<file path="config.mk">
export PLATFORM = sky130hd
export DESIGN_NAME = ov5640_init_sequencer
export DESIGN_NICKNAME = d
export VERILOG_FILES = /design/src/rtl/ov5640_init_sequencer.sv
export SDC_FILE = /design/constraint.sdc
export NUM_CORES = 1
export LEC_CHECK = 0
export CELL_PAD_IN_SITES_DETAIL_PLACEMENT = 1
export CELL_PAD_IN_SITES_GLOBAL_PLACEMENT = 1
export CORE_MARGIN = 3
export CORE_UTILIZATION = 46
export DETAILED_ROUTE_END_ITERATION = 12
export DONT_BUFFER_PORTS = 1
export GPL_TIMING_DRIVEN = 0
export MAX_ROUTING_LAYER = met4
export PLACE_DENSITY = 0.88
export SLEW_MARGIN = 10
export SYNTH_ARGS = -nofsm -noshare
export SYNTH_HDL_FRONTEND = slang
export SYNTH_SLANG_ARGS = --single-unit
</file>
<file path="constraint.sdc">
create_clock -name clk_i -period 2.8 [get_ports clk_i]
set_clock_uncertainty 0.15 [all_clocks]
set_input_delay 0.7 -clock clk_i [delete_from_list [all_inputs] [get_ports clk_i]]
set_output_delay 0.7 -clock clk_i [all_outputs]
set_load 0.005 [all_outputs]
</file>
<file path="src/rtl/ov5640_init_sequencer.sv">
// rtl/ov5640_init_sequencer.sv - walks the OV5640 init register table and feeds each entry to the SCCB write master
module ov5640_init_sequencer #(
    parameter int DATA_WIDTH     = 24,
    parameter int ADDR_WIDTH     = 8,
    parameter int INIT_NUM       = 86,
    parameter int POWERUP_CYCLES = 1000000,
    parameter int SRST_CYCLES    = 250000,
    parameter int MAX_RETRY      = 3
) (
    input  logic                  clk_i,
    input  logic                  reset_i,
    input  logic                  start_i,
    output logic [ADDR_WIDTH-1:0] rom_addr_o,
    input  logic [DATA_WIDTH-1:0] rom_q_i,
    output logic                  wr_req_o,
    output logic [15:0]           wr_reg_addr_o,
    output logic [7:0]            wr_data_o,
    input  logic                  wr_ack_i,
    input  logic                  wr_done_i,
    input  logic                  wr_err_i,
    output logic                  init_busy_o,
    output logic                  init_done_o,
    output logic                  init_error_o,
    output logic [ADDR_WIDTH-1:0] fail_index_o
);

    localparam int RETRY_W = (MAX_RETRY > 1) ? $clog2(MAX_RETRY) : 1;
    localparam logic [23:0] PWR_LOAD  = (POWERUP_CYCLES > 0) ? 24'(POWERUP_CYCLES - 1) : 24'd0;
    localparam logic [23:0] SRST_LOAD = (SRST_CYCLES > 0) ? 24'(SRST_CYCLES - 1) : 24'd0;
    localparam logic [ADDR_WIDTH-1:0] LAST_IDX = ADDR_WIDTH'(INIT_NUM - 1);

    typedef enum logic [3:0] {
        S_IDLE,
        S_PWR_WAIT,
        S_LOAD,
        S_LATCH,
        S_ISSUE,
        S_WAIT_DONE,
        S_SRST_WAIT,
        S_DONE,
        S_ERROR
    } state_t;

    state_t                state_q, state_d;
    logic [ADDR_WIDTH-1:0] idx_q, idx_d;
    logic [23:0]           cnt_q, cnt_d;
    logic [RETRY_W-1:0]    retry_q, retry_d;
    logic [15:0]           addr_q, addr_d;
    logic [7:0]            data_q, data_d;
    logic [ADDR_WIDTH-1:0] fail_q, fail_d;
    logic                  advance;

    always_ff @(posedge clk_i) begin
        if (reset_i) begin
            state_q <= S_IDLE;
            idx_q   <= '0;
            cnt_q   <= '0;
            retry_q <= '0;
            addr_q  <= '0;
            data_q  <= '0;
            fail_q  <= '0;
        end else begin
            state_q <= state_d;
            idx_q   <= idx_d;
            cnt_q   <= cnt_d;
            retry_q <= retry_d;
            addr_q  <= addr_d;
            data_q  <= data_d;
            fail_q  <= fail_d;
        end
    end

    always_comb begin
        state_d = state_q;
        idx_d   = idx_q;
        cnt_d   = cnt_q;
        retry_d = retry_q;
        addr_d  = addr_q;
        data_d  = data_q;
        fail_d  = fail_q;
        advance = 1'b0;

        case (state_q)
            S_IDLE, S_DONE, S_ERROR: begin
                if (start_i) begin
                    state_d = S_PWR_WAIT;
                    idx_d   = '0;
                    retry_d = '0;
                    fail_d  = '0;
                    cnt_d   = PWR_LOAD;
                end
            end
            S_PWR_WAIT: begin
                if (cnt_q == 24'd0) state_d = S_LOAD;
                else                cnt_d   = cnt_q - 24'd1;
            end
            S_LOAD:  state_d = S_LATCH;
            S_LATCH: begin
                addr_d  = rom_q_i[23:8];
                data_d  = rom_q_i[7:0];
                state_d = S_ISSUE;
            end
            S_ISSUE: begin
                if (wr_ack_i) state_d = S_WAIT_DONE;
            end
            S_WAIT_DONE: begin
                // A NACK wins over a simultaneous completion; retries reuse the latched word.
                if (wr_err_i) begin
                    if (int'(retry_q) + 1 < MAX_RETRY) begin
                        retry_d = retry_q + 1'b1;
                        state_d = S_ISSUE;
                    end else begin
                        fail_d  = idx_q;
                        state_d = S_ERROR;
                    end
                end else if (wr_done_i) begin
                    retry_d = '0;
                    if (addr_q == 16'h3008 && data_q[7]) begin
                        cnt_d   = SRST_LOAD;
                        state_d = S_SRST_WAIT;
                    end else begin
                        advance = 1'b1;
                    end
                end
            end
            S_SRST_WAIT: begin
                if (cnt_q == 24'd0) advance = 1'b1;
                else                cnt_d   = cnt_q - 24'd1;
            end
            default: state_d = S_IDLE;
        endcase

        if (advance) begin
            if (idx_q == LAST_IDX) begin
                state_d = S_DONE;
            end else begin
                idx_d   = idx_q + 1'b1;
                state_d = S_LOAD;
            end
        end
    end

    assign rom_addr_o    = idx_q;
    assign wr_req_o      = (state_q == S_ISSUE);
    assign wr_reg_addr_o = addr_q;
    assign wr_data_o     = data_q;
    assign init_busy_o   = (state_q == S_PWR_WAIT) || (state_q == S_LOAD) || (state_q == S_LATCH) ||
                           (state_q == S_ISSUE) || (state_q == S_WAIT_DONE) || (state_q == S_SRST_WAIT);
    assign init_done_o   = (state_q == S_DONE);
    assign init_error_o  = (state_q == S_ERROR);
    assign fail_index_o  = fail_q;

endmodule

</file>
After elaboration in Yosys (flattened, before gate mapping)
Index checks and enable logic that the tools add are counted.
{ "totals": {"register_bits": 70, "latch_bits": 0, "ram_bits": 0, "rom_bits": 0, "in_bits": 30, "out_inout_bits": 44, "elab_cells": 87, "memories": 0} }
{ "op_classes": {"addsub": 4, "n_mul": 0, "div": 0, "order_cmp": 1, "eq_ne": 25, "shift": 0, "n_mux": 34, "n_bitwise": 0, "n_reduce_logical": 16} }
{ "op_table": {"columns": ["operator", "count"], "rows": [
  ["$mux W24", 5],
  ["$pmux W24 S3", 1],
  ["$mux W8", 7],
  ["$mux W4", 8],
  ["$pmux W4 S7", 1],
  ["$logic_not A24 Y1", 1],
  ["$sub A24 B1 Y24 const B", 1],
  ["$eq A16 B14 Y1 const B", 1],
  ["$eq A4 B3 Y1 const B", 4],
  ["$ne A2 B2 Y1 const B", 8],
  ["$pmux W8 S2", 1],
  ["$ne A3 B3 Y1 const B", 4],
  ["$reduce_and A6 Y1", 2],
  ["$add A8 B1 Y8 const B", 1],
  ["$eq A4 B2 Y1 const B", 2],
  ["$eq A8 B7 Y1 const B", 1],
  ["$mux W2", 4],
  ["$ne A4 B4 Y1 const B", 2],
  ["$reduce_and A4 Y1", 2],
  ["$logic_or A1 B1 Y1", 5],
  ["$eq A4 B1 Y1 const B", 1],
  ["$eq A4 B4 Y1 const B", 1],
  ["$logic_not A4 Y1", 1],
  ["$mux W1", 4],
  ["12 further kinds", 12]
]} }

Longest topological paths before layout
Gate-level depths: netlist of run 1.
{ "logic_depth": {"depth_word": 8, "ltp_mapped": 10, "depth_no_buf": 8} }

Worst setup path after synthesis of run 1
Ideal clock, no wire load.
{ "synth_path": {"path_kind": "register -> register", "from": "register cnt_q[19]", "to": "register state_q[1]", "setup_time_ps": 74, "arrival_time_ps": 2092, "required_time_ps": 2576, "slack_ps": 484, "path_stages_with_launch": 7, "path_buffers": 0, "synth_period_minus_slack_ps": 2316, "path_cell_list": "dfxtp_1 or4_4 nor3_4 nand3_4 and3_4 or4_1 a31oi_1"} }
{ "synth_via": {"elab_chain_cells": 5, "elab_cells_between_ends": 11, "cone_classes": "eq/ne (6); mux (3); reduce/logical (2)"} }
{ "synth_rtl": {"columns": ["item", "line", "source"], "rows": [
  ["start, declared", "46", "logic [23:0] cnt_q, cnt_d;"],
  ["start signal, assigned", "65", "cnt_q <= cnt_d;"],
  ["$logic_not A24 Y1 (*)", "94, 127", null],
  ["$mux W1", "127", "if (cnt_q == 24'd0) advance = 1'b1;"],
  ["$pmux W1 S2", "83", "case (state_q)"],
  ["$ne A4 B4 Y1 (no source line), or another cell as far along", null, null],
  ["$reduce_and A6 Y1 (no source line)", null, null],
  ["end signal, assigned", "63", "state_q <= state_d;"],
  ["end, declared", "44", "state_t state_q, state_d;"]
]} }
Every way passes the cells marked *; elsewhere a longest branch is shown, timed or not.
A chain may end at the register's enable or synchronous reset.

Final worst setup path of run 1
{ "layout_path": {"from": "register cnt_q[10]", "to": "register cnt_q[10]"} }
{ "layout_via": {"elab_chain_cells": 3, "elab_cells_between_ends": 6, "cone_classes": "add/sub (1); eq/ne (1); mux (2); reduce/logical (2)"} }
{ "layout_rtl": {"columns": ["item"], "rows": [
  ["$sub A24 B1 Y24 / $logic_not A24 Y1 (equally long branches)"],
  ["$mux W24 / $ne A2 B2 Y1 (equally long branches)"],
  ["$pmux W24 S3 / $reduce_and A6 Y1 (equally long branches)"]
]} }
Parallel ways exist; a longest one is shown, timed or not. The select of a mux whose other input is x is not followed.

==> run_results.csv, run 1 <==
group,metric,value,unit
synthesis,synth_async_sr_flop_share,0,
power_and_ir_drop,static-leakage-power,1.37,nW
layout,fraction_of_final_layout_cells_with_drive_strength_greater_than_1,0.0981,
global_routing,grt_first_pass_wirelength,18800,um
layout,area_of_the_multi_input_gates,2030,um2
placed_design,dpl.hpwl,8150,um
timing,tns,0,ns
synthesis,postSynth.topFlopCell,"dfxtp_1",
clock_network,tritoncts_num_sinks,70,
drt,antenna_left,0,
die,die-height,94.1,um
power_and_ir_drop,intPower,0.00194,W
layout,mostFrequentLayoutCell,"nand2_1",
timing,fin_worst_hold_slack,0.316,ns
worst_setup_path,timing.critical_path.buf_inv,3,
layout,layout_common_cells,"nand2_1, dfxtp_1, a21oi_1, nor2_1, nand3_1",
die,floorplan.die_area,8860,um2
synthesis,post_synth_inst_count,453,
placed_design,place.gp.congestion,0.928,
worst_setup_path,critical_path.max_stage_delay,0.37,ns
timing,finalHoldViolCount,0,
run_status,status,"finished, final reports clean",
placed_design,placed_cells,552,
worst_setup_path,critPathLaunchType,"flop",
timing,timing.final.crit_period,2.66,ns
power_and_ir_drop,ir_worst_vdd,0.361,mV
drt,routed_length_on_met2,5710,um
timing,timing_max_transition_violations_final,0,
power_and_ir_drop,p_per_area,785,nW/um2
clock_network,clock_tree.htree_level_count,3,
timing,slew_headroom,0.557,
power_and_ir_drop,p_switching,0.00115,W
drt,dr_wl_met3,811,um
clock_network,cts_buffer_depth,2,
global_routing,grt_max_degree,13,
drt,drt_iter0_markers,168,
layout,areaGrowthSynthToFinish,10.2,%
synthesis,yosysTopAreaCell,"dfxtp_1",
timing,rsz0062_at_grt,"false",
run,cap_viol_max_count,0,
global_routing,first_global_vias,3779,
timing,finalCritPeriodShare,0.949,
synthesis,netlist-cell-type-count,58,
worst_setup_path,path_cells,"nor3_2, and3_1, clkbuf_1, nand4_1, nand4_1, buf_2, buf_2, o21ai_0, a21oi_1",
synthesis,netlist_area,3570,um2
drt,routed-via-count,3574,
die,dieWidth,94.1,um
global_routing,grt_usage,0.278,
clock_network,tritoncts,"built",
layout,final.fill_count,921,
clock_network,ctsRootBufferMaster,"clkbuf_8",
synthesis,yosys_warnings,0,
drt,firstDrtPassIters,4,
timing,tightestPinTransition,0.665,ns
worst_setup_path,cp-end-kind,"flop",
worst_setup_path,worstPathArrival,2.79,ns
synthesis,synth_seq_cells,70,
layout,layout.cells.non_filler,568,
power_and_ir_drop,share_clk_of_total_power,0.307,
synthesis,post_synth_top_area_share,0.392,
layout,seq_area,1400,um2
synthesis,synth_fp_nets,489,
synthesis,post_synth_main_area_contributors,"dfxtp_1, a21oi_1, nand2_1, nor2_1, a31oi_1",
timing,setup-violations-final,0,
drt,post_drt_wl_per_cell,20.3,um
global_routing,gr-total-overflow,0,
worst_setup_path,setup.worst_path.class,"flop to flop",
worst_setup_path,critical_path.top_delay_family,"simple AND/OR/NAND/NOR gates",
drt,drt-vias-per-instance,6.29,
min_path,hold_crit_path_type,"input pin to flop",
die,placement_rows,31,
die,floorplan.initialDensity,0.482,
power_and_ir_drop,relative_contribution_of_combinational_cells_to_total_power,0.307,
global_routing,initial_antenna_violation_count,0,
worst_setup_path,critical_path.max_fanout,10,
clock_network,tritoncts.num_buffers,9,
synthesis,seq_area_frac_synth,0.392,
drt,drc,0,
timing,achievable-frequency,0.376,GHz
power_and_ir_drop,power.share.sequential,0.386,
placed_design,buffer_ports.inserted,0,
die,core_area,7410,um2
drt,top_layer_used,"met4",
synthesis,synthesized_area_divided_by_synthesized_cell_count,7.89,um2
power_and_ir_drop,sw_frac_of_total,0.372,
clock_network,cts.clk_slew.worst_paths,0.08,ns
clock_network,clock_latency,0.37,ns
layout,antenna_cells,0,
drt,routedLengthMet1,4850,um
worst_setup_path,critical_path_required,2.93,ns
synthesis,number_of_enable_flip_flop_cells_after_synthesis,0,
layout,nets,500,
drt,finalWirelength,11500,um
worst_setup_path,crit_path_top_delay_cell,"dfxtp_1",
die,top_level_ports,74,
==> synth_stat cells (all sizes together) (7+ instances only) <==
cell and number:
dfxtp 70, or3 12, clkbuf 12, nand2 82, nand2b 7, o21ai 18, buf 9, or4 11
a21oi 62, inv 10, and3 7, nand3 17, a31oi 14, nor3 17, nor2 24, nor4 8
o31ai 8
==> per-layer routing <==
metal / vias up / GRT usage
li1: 1669 / -
met1: 1763 / 0.333
met2: 125 / 0.454
met3: 17 / 0.0769
met4: 0 / 0.0866
met5: - / -
==> worst reg2reg max path, delay by kind of cell (launching register included) <==
kind | cells | cell delay [ns]
buffers and inverters | 3 | 0.82
DFF | 1 | 0.37
AOI/OAI and AO/OA | 2 | 0.35
and+or+nand+nor | 4 | 0.90
==> final cells by class <==
type | count | share of cell area
plain buffers | 22 | 0.0305
clock buffers | 11 | 0.0359
clock inverters | 5 | 0.0207
inverters | 10 | 0.00954
multi-input cells | 351 | 0.516
flip-flops and latches | 70 | 0.356
well taps | 99 | 0.0315
==> registers in the layout (all words and copies together), names as in the netlist <==
name           count
rom_addr_o         8
wr_reg_addr_o     16
fail_index_o       8
state_q            4
wr_data_o          8
cnt_q             24
retry_q            2
==> worst paths after layout <==
check | slack, ns | cells past startpoint | end | startpoint
setup reg to reg | 0.14 | 9 | cnt_q[10] | cnt_q[10]
hold / removal | 0.32 | 2 | wr_data_o[2] | rom_q_i[2]
setup / recovery | 0.14 | 9 | cnt_q[10] | cnt_q[10]
hold reg to reg | 0.33 | 2 | wr_data_o[2] | wr_data_o[2]
==> metrics by stage <==
stage | total power [W] | util | worst slack (ns) | instance area, um2
2_1_floorplan | 0.00187 | - | 0.484 | 3570
3_3_place_gp | 0.00207 | 0.499 | 0.186 | 3700
3_5_place_dp | 0.00212 | 0.499 | 0.0838 | 3700
4_1_cts | 0.00308 | 0.529 | 0.0608 | 3920
5_1_grt | 0.00325 | 0.531 | 0.0121 | 3940
6_report | 0.00309 | 0.531 | 0.143 | 3940
==> cell families after synthesis <==
| group | Yosys count | share of synthesized area |
|---|---|---|
| compound gates | 129 | 0.215 |
| fa+ha+maj | 6 | 0.0210 |
| buf+inv | 32 | 0.0441 |
| flops | 70 | 0.392 |
| mux | 5 | 0.0147 |
| simple gates | 211 | 0.313 |
==> timing repair <==
action	in CTS	in global routing
hold endpoints to repair	0	0
setup buffers	0	0
endpoints found under the setup margin	0	24
resized for setup	0	5
hold buffers	0	0
==> power by group through the flow <==
stage | logic (W) | clock network [W] | registers, W
detailed placement | 0.000911 | 0 | 0.00121
finish | 0.000948 | 0.000948 | 0.00119
CTS | 0.000928 | 0.000960 | 0.00119
floorplan | 0.000686 | 0 | 0.00118
global route | 0.00104 | 0.00100 | 0.00121
global placement | 0.000870 | 0 | 0.00120
(Power assumes the default switching activity.)
==> run 2, diff against run 1 <==
--- a/config.mk
+++ b/config.mk
@@ -8,12 +8,13 @@
 export CELL_PAD_IN_SITES_DETAIL_PLACEMENT = 1
 export CELL_PAD_IN_SITES_GLOBAL_PLACEMENT = 1
 export CORE_MARGIN = 3
-export CORE_UTILIZATION = 46
+export CORE_UTILIZATION = 48
+export CTS_BUF_LIST = sky130_fd_sc_hd__clkbuf_4 sky130_fd_sc_hd__clkbuf_8
 export DETAILED_ROUTE_END_ITERATION = 12
 export DONT_BUFFER_PORTS = 1
 export GPL_TIMING_DRIVEN = 0
 export MAX_ROUTING_LAYER = met4
-export PLACE_DENSITY = 0.88
+export PLACE_DENSITY = 0.91
 export SLEW_MARGIN = 10
 export SYNTH_ARGS = -nofsm -noshare
 export SYNTH_HDL_FRONTEND = slang
==> run 2 against run 1 <==
Effect of this change:
- critical path depth shrank 2
- via count grew 2.3%
- largest power group unchanged
- non-clock buffer count grew 2
==> run_results.csv, run 2 (synthesized netlist as in run 1, its figures left out) <==
group,metric,value,unit
timing,timing.final.crit_period,2.68,ns
timing,slew_headroom,0.570,
placed_design,instance_area_after_placement,3690,um2
drt,post_drt_wl_per_cell,20.6,um
worst_setup_path,setup.worst_path.class,"flop to flop",
run_status,status,"finished, final reports clean",
clock_network,cts.clk_slew.worst_paths,0.08,ns
clock_network,clock_latency,0.36,ns
placed_design,place.gp.congestion,0.886,
timing,final_worst_slack,0.118,ns
power_and_ir_drop,static-leakage-power,1.39,nW
min_path,hold_crit_path_type,"input pin to flop",
clock_network,tritoncts,"built",
drt,finalWirelength,11700,um
drt,firstDrtPassIters,5,
die,dieWidth,92.3,um
layout,area_of_the_multi_input_gates,2040,um2
power_and_ir_drop,p_per_area,785,nW/um2
worst_setup_path,r2r_cells,7,
drt,routed-via-count,3657,
global_routing,first_global_vias,3672,
run,cap_viol_max_count,0,
placed_design,dpl.hpwl,8120,um
timing,timing_max_transition_violations_final,0,
timing,finalCritPeriodShare,0.958,
layout,number_of_flip_flops_in_the_largest_register,24,
timing,achievable-frequency,0.373,GHz
placed_design,post_placement_worst_setup_slack,0.0594,ns
clock_network,cts_hold_buffers,0,
die,floorplan.initialDensity,0.509,
die,die-height,92.3,um
worst_setup_path,cp-end-kind,"flop",
layout,antenna_cells,0,
timing,tightestPinTransition,0.646,ns
layout,layout_common_cells,"nand2_1, dfxtp_1, a21oi_1, nor2_1, nand3_1",
worst_setup_path,cp-endpoint,"state_q[1]",
global_routing,grt_max_degree,14,
worst_setup_path,critical_path.reg2reg.endpoint,"state_q[1]",
worst_setup_path,worstPathArrival,2.81,ns
placed_design,buffer_ports.inserted,0,
drt,drt_iter0_markers,302,
global_routing,gr-total-overflow,0,
power_and_ir_drop,intPower,0.00195,W
power_and_ir_drop,relative_contribution_of_combinational_cells_to_total_power,0.316,
die,core_area,7020,um2
worst_setup_path,critical_path_required,2.93,ns
die,floorplan.die_area,8510,um2
global_routing,grt_usage,0.281,
power_and_ir_drop,sw_frac_of_total,0.372,
drt,antenna_left,0,
layout,mostFrequentLayoutCell,"nand2_1",
worst_setup_path,critical_path_source,"cnt_q[5]",
worst_setup_path,critical_path.reg2reg.startpoint,"cnt_q[5]",
global_routing,initial_antenna_violation_count,0,
layout,layout.cell_area.non_filler,3970,um2
power_and_ir_drop,power.share.sequential,0.384,
clock_network,tritoncts.num_buffers,9,
clock_network,cts_buffer_depth,2,
layout,nets,502,
drt,drc,0,
clock_network,clock_tree.htree_level_count,3,
layout,final.fill_count,880,
drt,drt-vias-per-instance,6.45,
layout,fraction_of_final_layout_cells_with_drive_strength_greater_than_1,0.108,
layout,seq_area,1400,um2
power_and_ir_drop,share_clk_of_total_power,0.300,
worst_setup_path,r2r_setup_slack,0.12,ns
worst_setup_path,critPathLaunchType,"flop",
power_and_ir_drop,p_switching,0.00116,W
power_and_ir_drop,ir_worst_vdd,0.419,mV
die,placement_rows,30,
timing,finalHoldViolCount,0,
layout,largest_register,"cnt_q",
layout,areaGrowthSynthToFinish,11.0,%
global_routing,grt_first_pass_wirelength,18500,um
clock_network,tritoncts_num_sinks,70,
clock_network,ctsRootBufferMaster,"clkbuf_8",
worst_setup_path,critical_path.max_fanout,9,
die,top_level_ports,74,
timing,setup-violations-final,0,
-- run 2: changes by cell type in the layout (fill, tap and decap cells not counted), moves of 2 or more --
cell / before / now
buf_2: 5 / 3
buf_4: 1 / 4
clkbuf_1: 13 / 11
clkbuf_4: 0 / 3
-- run 2: stage by stage --
stage | utilization | total power, W | setup TNS [ns] | cells | hold WS [ns]
5_1_grt | 0.565 | 0.00328 | -0.00667 | 567 | 0.316
4_1_cts | 0.558 | 0.00305 | 0 | 565 | 0.315
3_5_place_dp | 0.526 | 0.00212 | 0 | 549 | 0.323
3_3_place_gp | 0.526 | 0.00206 | 0 | 549 | 0.312
6_report | 0.565 | 0.00311 | 0 | 567 | 0.321
2_1_floorplan | - | 0.00187 | 0 | 453 | 0.298
-- run 2: final cells by class --
type,count,area share
multi-input cells,351,0.514
flip-flops and latches,70,0.353
clock buffers,10,0.0331
plain buffers,21,0.0306
well taps,96,0.0303
clock inverters,6,0.0237
inverters,10,0.00946
repair buffers,3,0.00568
-- run 2: worst max-delay path, cell delays in order (launching register included) --
cell,delay (ns)
dfxtp_1,0.38
or3_1,0.46
nor4_4,0.34
buf_4,0.19
nand3_4,0.14
and3_4,0.24
or4_1,0.50
a31oi_1,0.20
-- run 2: how the worst min path moves through the flow --
stage,start,endpoint,slack [ns],cells past startpoint
2_1_floorplan,fail_index_o[5],fail_index_o[5],0.30,2
3_3_place_gp,retry_q[1],retry_q[1],0.31,2
3_5_place_dp,wr_data_o[6],wr_data_o[6],0.32,2
4_1_cts,rom_q_i[5],wr_data_o[5],0.31,2
5_1_grt,rom_q_i[21],wr_reg_addr_o[13],0.32,2
6_report,rom_q_i[5],wr_data_o[5],0.32,2
-- run 2: layer usage --
layer / share of wire / vias to the layer above / GRT usage
met3: 0.080 / 31 / 0.0541
met1: 0.42 / 1776 / 0.343
met2: 0.48 / 176 / 0.454
met4: 0.022 / 0 / 0.120
li1: - / 1674 / -
met5: 0 / - / -
-- run 2: power by group through the flow --
stage               clock network [W]  logic, W  registers [W]
floorplan                           0  0.000686        0.00118
global placement                    0  0.000862        0.00120
detailed placement                  0  0.000905        0.00121
CTS                          0.000945  0.000921        0.00119
global route                 0.000990   0.00108        0.00121
finish                       0.000935  0.000984        0.00119
-- run 2: what timing repair did --
action / in CTS / in global routing
gates resized for setup: 0 / 8
hold endpoints to repair: 0 / 0
setup buffers: 0 / 3
endpoints found under the setup margin: 0 / 27
==> run 3, diff against run 2 <==
--- a/config.mk
+++ b/config.mk
@@ -5,16 +5,18 @@
 export SDC_FILE = /design/constraint.sdc
 export NUM_CORES = 1
 export LEC_CHECK = 0
+export ABC_AREA = 1
 export CELL_PAD_IN_SITES_DETAIL_PLACEMENT = 1
 export CELL_PAD_IN_SITES_GLOBAL_PLACEMENT = 1
 export CORE_MARGIN = 3
-export CORE_UTILIZATION = 48
+export CORE_UTILIZATION = 46
 export CTS_BUF_LIST = sky130_fd_sc_hd__clkbuf_4 sky130_fd_sc_hd__clkbuf_8
 export DETAILED_ROUTE_END_ITERATION = 12
 export DONT_BUFFER_PORTS = 1
 export GPL_TIMING_DRIVEN = 0
 export MAX_ROUTING_LAYER = met4
 export PLACE_DENSITY = 0.91
+export REMOVE_ABC_BUFFERS = 1
 export SLEW_MARGIN = 10
 export SYNTH_ARGS = -nofsm -noshare
 export SYNTH_HDL_FRONTEND = slang
==> run 3 against run 2 <==
Effect of this change:
- routed wire length fell by 2.4%
- total power increased by 35%
- setup slack better by 0.14 ns
- clock power shrank 0.5%
- global-route usage shrank 3.7 points
- register-to-register slack gained 0.14 ns
- flip-flop and latch count unchanged
==> run_results.csv, run 3 <==
group,metric,value,unit
placed_design,post_placement_worst_setup_slack,-0.690,ns
die,top_level_ports,74,
timing,slew_headroom,0.277,
power_and_ir_drop,ir_worst_vdd,0.513,mV
synthesis,number_of_enable_flip_flop_cells_after_synthesis,0,
placed_design,place.gp.congestion,0.866,
layout,fraction_of_final_layout_cells_with_drive_strength_greater_than_1,0.0627,
worst_setup_path,worstPathArrival,2.63,ns
global_routing,gr-total-overflow,0,
timing,final_worst_slack,0.257,ns
synthesis,netlist_area,3780,um2
synthesis,synthesized_area_divided_by_synthesized_cell_count,6.38,um2
layout,final_core_util,0.518,
synthesis,yosys-top-cells-count,"nor2_1, nand2_1, dfxtp_1",
placed_design,buffer_ports.inserted,0,
global_routing,grt_max_degree,39,
worst_setup_path,critical_path_required,2.89,ns
clock_network,clock_tree.htree_level_count,3,
die,core_area,7850,um2
timing,timing.final.crit_period,2.54,ns
layout,nets,622,
worst_setup_path,cp-end-kind,"flop",
timing,finalHoldViolCount,0,
synthesis,postSynth.topFlopCell,"dfxtp_1",
clock_network,clock_latency,0.35,ns
layout,seq_area,1400,um2
layout,antenna_cells,0,
timing,tightestPinTransition,1.08,ns
synthesis,post_synth_inst_count,593,
global_routing,grt_first_pass_wirelength,18600,um
power_and_ir_drop,p_per_area,1030,nW/um2
drt,drt_iter0_markers,151,
layout,mostFrequentLayoutCell,"nor2_1",
clock_network,tritoncts,"built",
die,dieWidth,96.7,um
global_routing,first_global_vias,3918,
timing,finalCritPeriodShare,0.908,
clock_network,cts_buffer_depth,2,
layout,largest_register,"cnt_q",
synthesis,post_synth_main_area_contributors,"dfxtp_1, nor2_1, nand2_1, a21oi_1, o21ai_0",
synthesis,synth_async_sr_flop_share,0,
power_and_ir_drop,static-leakage-power,1.76,nW
synthesis,yosysTopAreaCell,"dfxtp_1",
synthesis,netlist-cell-type-count,30,
clock_network,ctsRootBufferMaster,"clkbuf_8",
placed_design,dpl.hpwl,8010,um
run,cap_viol_max_count,0,
worst_setup_path,critical_path.max_fanout,27,
worst_setup_path,setup.worst_path.class,"flop to flop",
clock_network,cts_hold_buffers,0,
timing,achievable-frequency,0.393,GHz
drt,finalWirelength,11400,um
synthesis,seq_area_frac_synth,0.370,
synthesis,synth_seq_cells,70,
drt,post_drt_wl_per_cell,16.4,um
drt,drc,0,
clock_network,tritoncts.num_buffers,9,
die,placement_rows,32,
drt,drt-vias-per-instance,5.54,
layout,area_of_the_multi_input_gates,2090,um2
die,floorplan.die_area,9350,um2
min_path,hold_crit_path_type,"input pin to flop",
global_routing,grt_usage,0.244,
drt,antenna_left,0,
layout,final.fill_count,1094,
synthesis,post_synth_top_area_share,0.370,
layout,number_of_flip_flops_in_the_largest_register,24,
drt,firstDrtPassIters,4,
clock_network,tritoncts_num_sinks,70,
timing,rsz0062_at_grt,"false",
layout,layout_common_cells,"nor2_1, nand2_1, dfxtp_1, inv_1, a21oi_1",
die,floorplan.initialDensity,0.482,
clock_network,cts.clk_slew.worst_paths,0.08,ns
drt,routed-via-count,3832,
synthesis,yosys.cell_count.top_type,"nor2_1",
run_status,status,"finished, final reports clean",
global_routing,initial_antenna_violation_count,0,
timing,setup-violations-final,0,
layout,areaGrowthSynthToFinish,7.41,%
timing,timing_max_transition_violations_final,0,
die,die-height,96.7,um
worst_setup_path,critPathLaunchType,"flop",
synthesis,yosys_warnings,0,
clock_network,post-cts-setup-buffer-count,0,
==> run 3: changes by cell type after synthesis, sizes merged, moves of 16 or more <==
| cell | change |
|---|---|
| nor2 | +119 |
| inv | +46 |
| nand2 | +46 |
| o21ai | +26 |
| nand3 | +24 |
| a21oi | -16 |
==> run 3: through the flow <==
step           TNS [ns]  hold WS (ns)  power, W  cells  area, um2
2_1_floorplan         0         0.298   0.00271    575       3700
3_3_place_gp     -10.68         0.324   0.00311    677       3820
3_5_place_dp     -13.24         0.323   0.00323    677       3820
4_1_cts               0         0.252   0.00418    692       4050
5_1_grt               0         0.248   0.00453    692       4060
6_report              0         0.258   0.00420    692       4060
==> run 3: logic make-up (layout without fill, tap and decap cells) <==
kind of cell / Yosys count / after routing / share of synthesized area
buffers and inverters: 76 / 73 / 0.0814
adders and majority gates: 6 / 6 / 0.0198
AOI/OAI and AO/OA: 94 / 94 / 0.132
xor gates and xnor gates: 15 / 15 / 0.0347
and+or+nand+nor: 332 / 332 / 0.362
DFF: 70 / 70 / 0.370
==> run 3: critical path, stage by stage, from the launching register on <==
cell and delay [ns]:
dfxtp_1 0.46, nand2_1 0.17, nor2_2 0.71, clkinv_2 0.55, o21ai_0 0.33, a21oi_1 0.06
==> run 3: timing repair <==
action,4_1_cts,5_1_grt
endpoints found under the setup margin,24,23
resized for setup,2,4
pin swaps,0,1
==> run 3: metal layers <==
layer	GRT usage	routed length, um
met5	-	0
met4	0.0864	223
met3	0.0389	335
met2	0.428	5850
met1	0.282	4970
==> run 3: power breakdown <==
part | internal, W | total, W | switching [W]
clock network | 0.000522 | 0.000930 | 0.000407
registers | 0.00116 | 0.00133 | 0.000165
logic | 0.000557 | 0.00194 | 0.00139
total | 0.00224 | 0.00420 | 0.00196
==> run 3: path summary, 6_finish.rpt <==
check | startpoint | endpoint | slack, ns | cells past startpoint
setup / recovery | state_q[1] | wr_reg_addr_o[3] | 0.26 | 5
hold / removal | reset_i | cnt_q[5] | 0.26 | 1
setup reg to reg | state_q[1] | wr_reg_addr_o[3] | 0.26 | 5
hold reg to reg | fail_index_o[7] | fail_index_o[7] | 0.33 | 2
==> run 3: final cells by class <==
cell class	instances	share of cell area
Clock buffer	10	0.0339
Clock inverter	5	0.0206
Inverter	58	0.0551
Multi-Input combinational cell	447	0.514
Sequential cell	70	0.345
Tap cell	102	0.0314
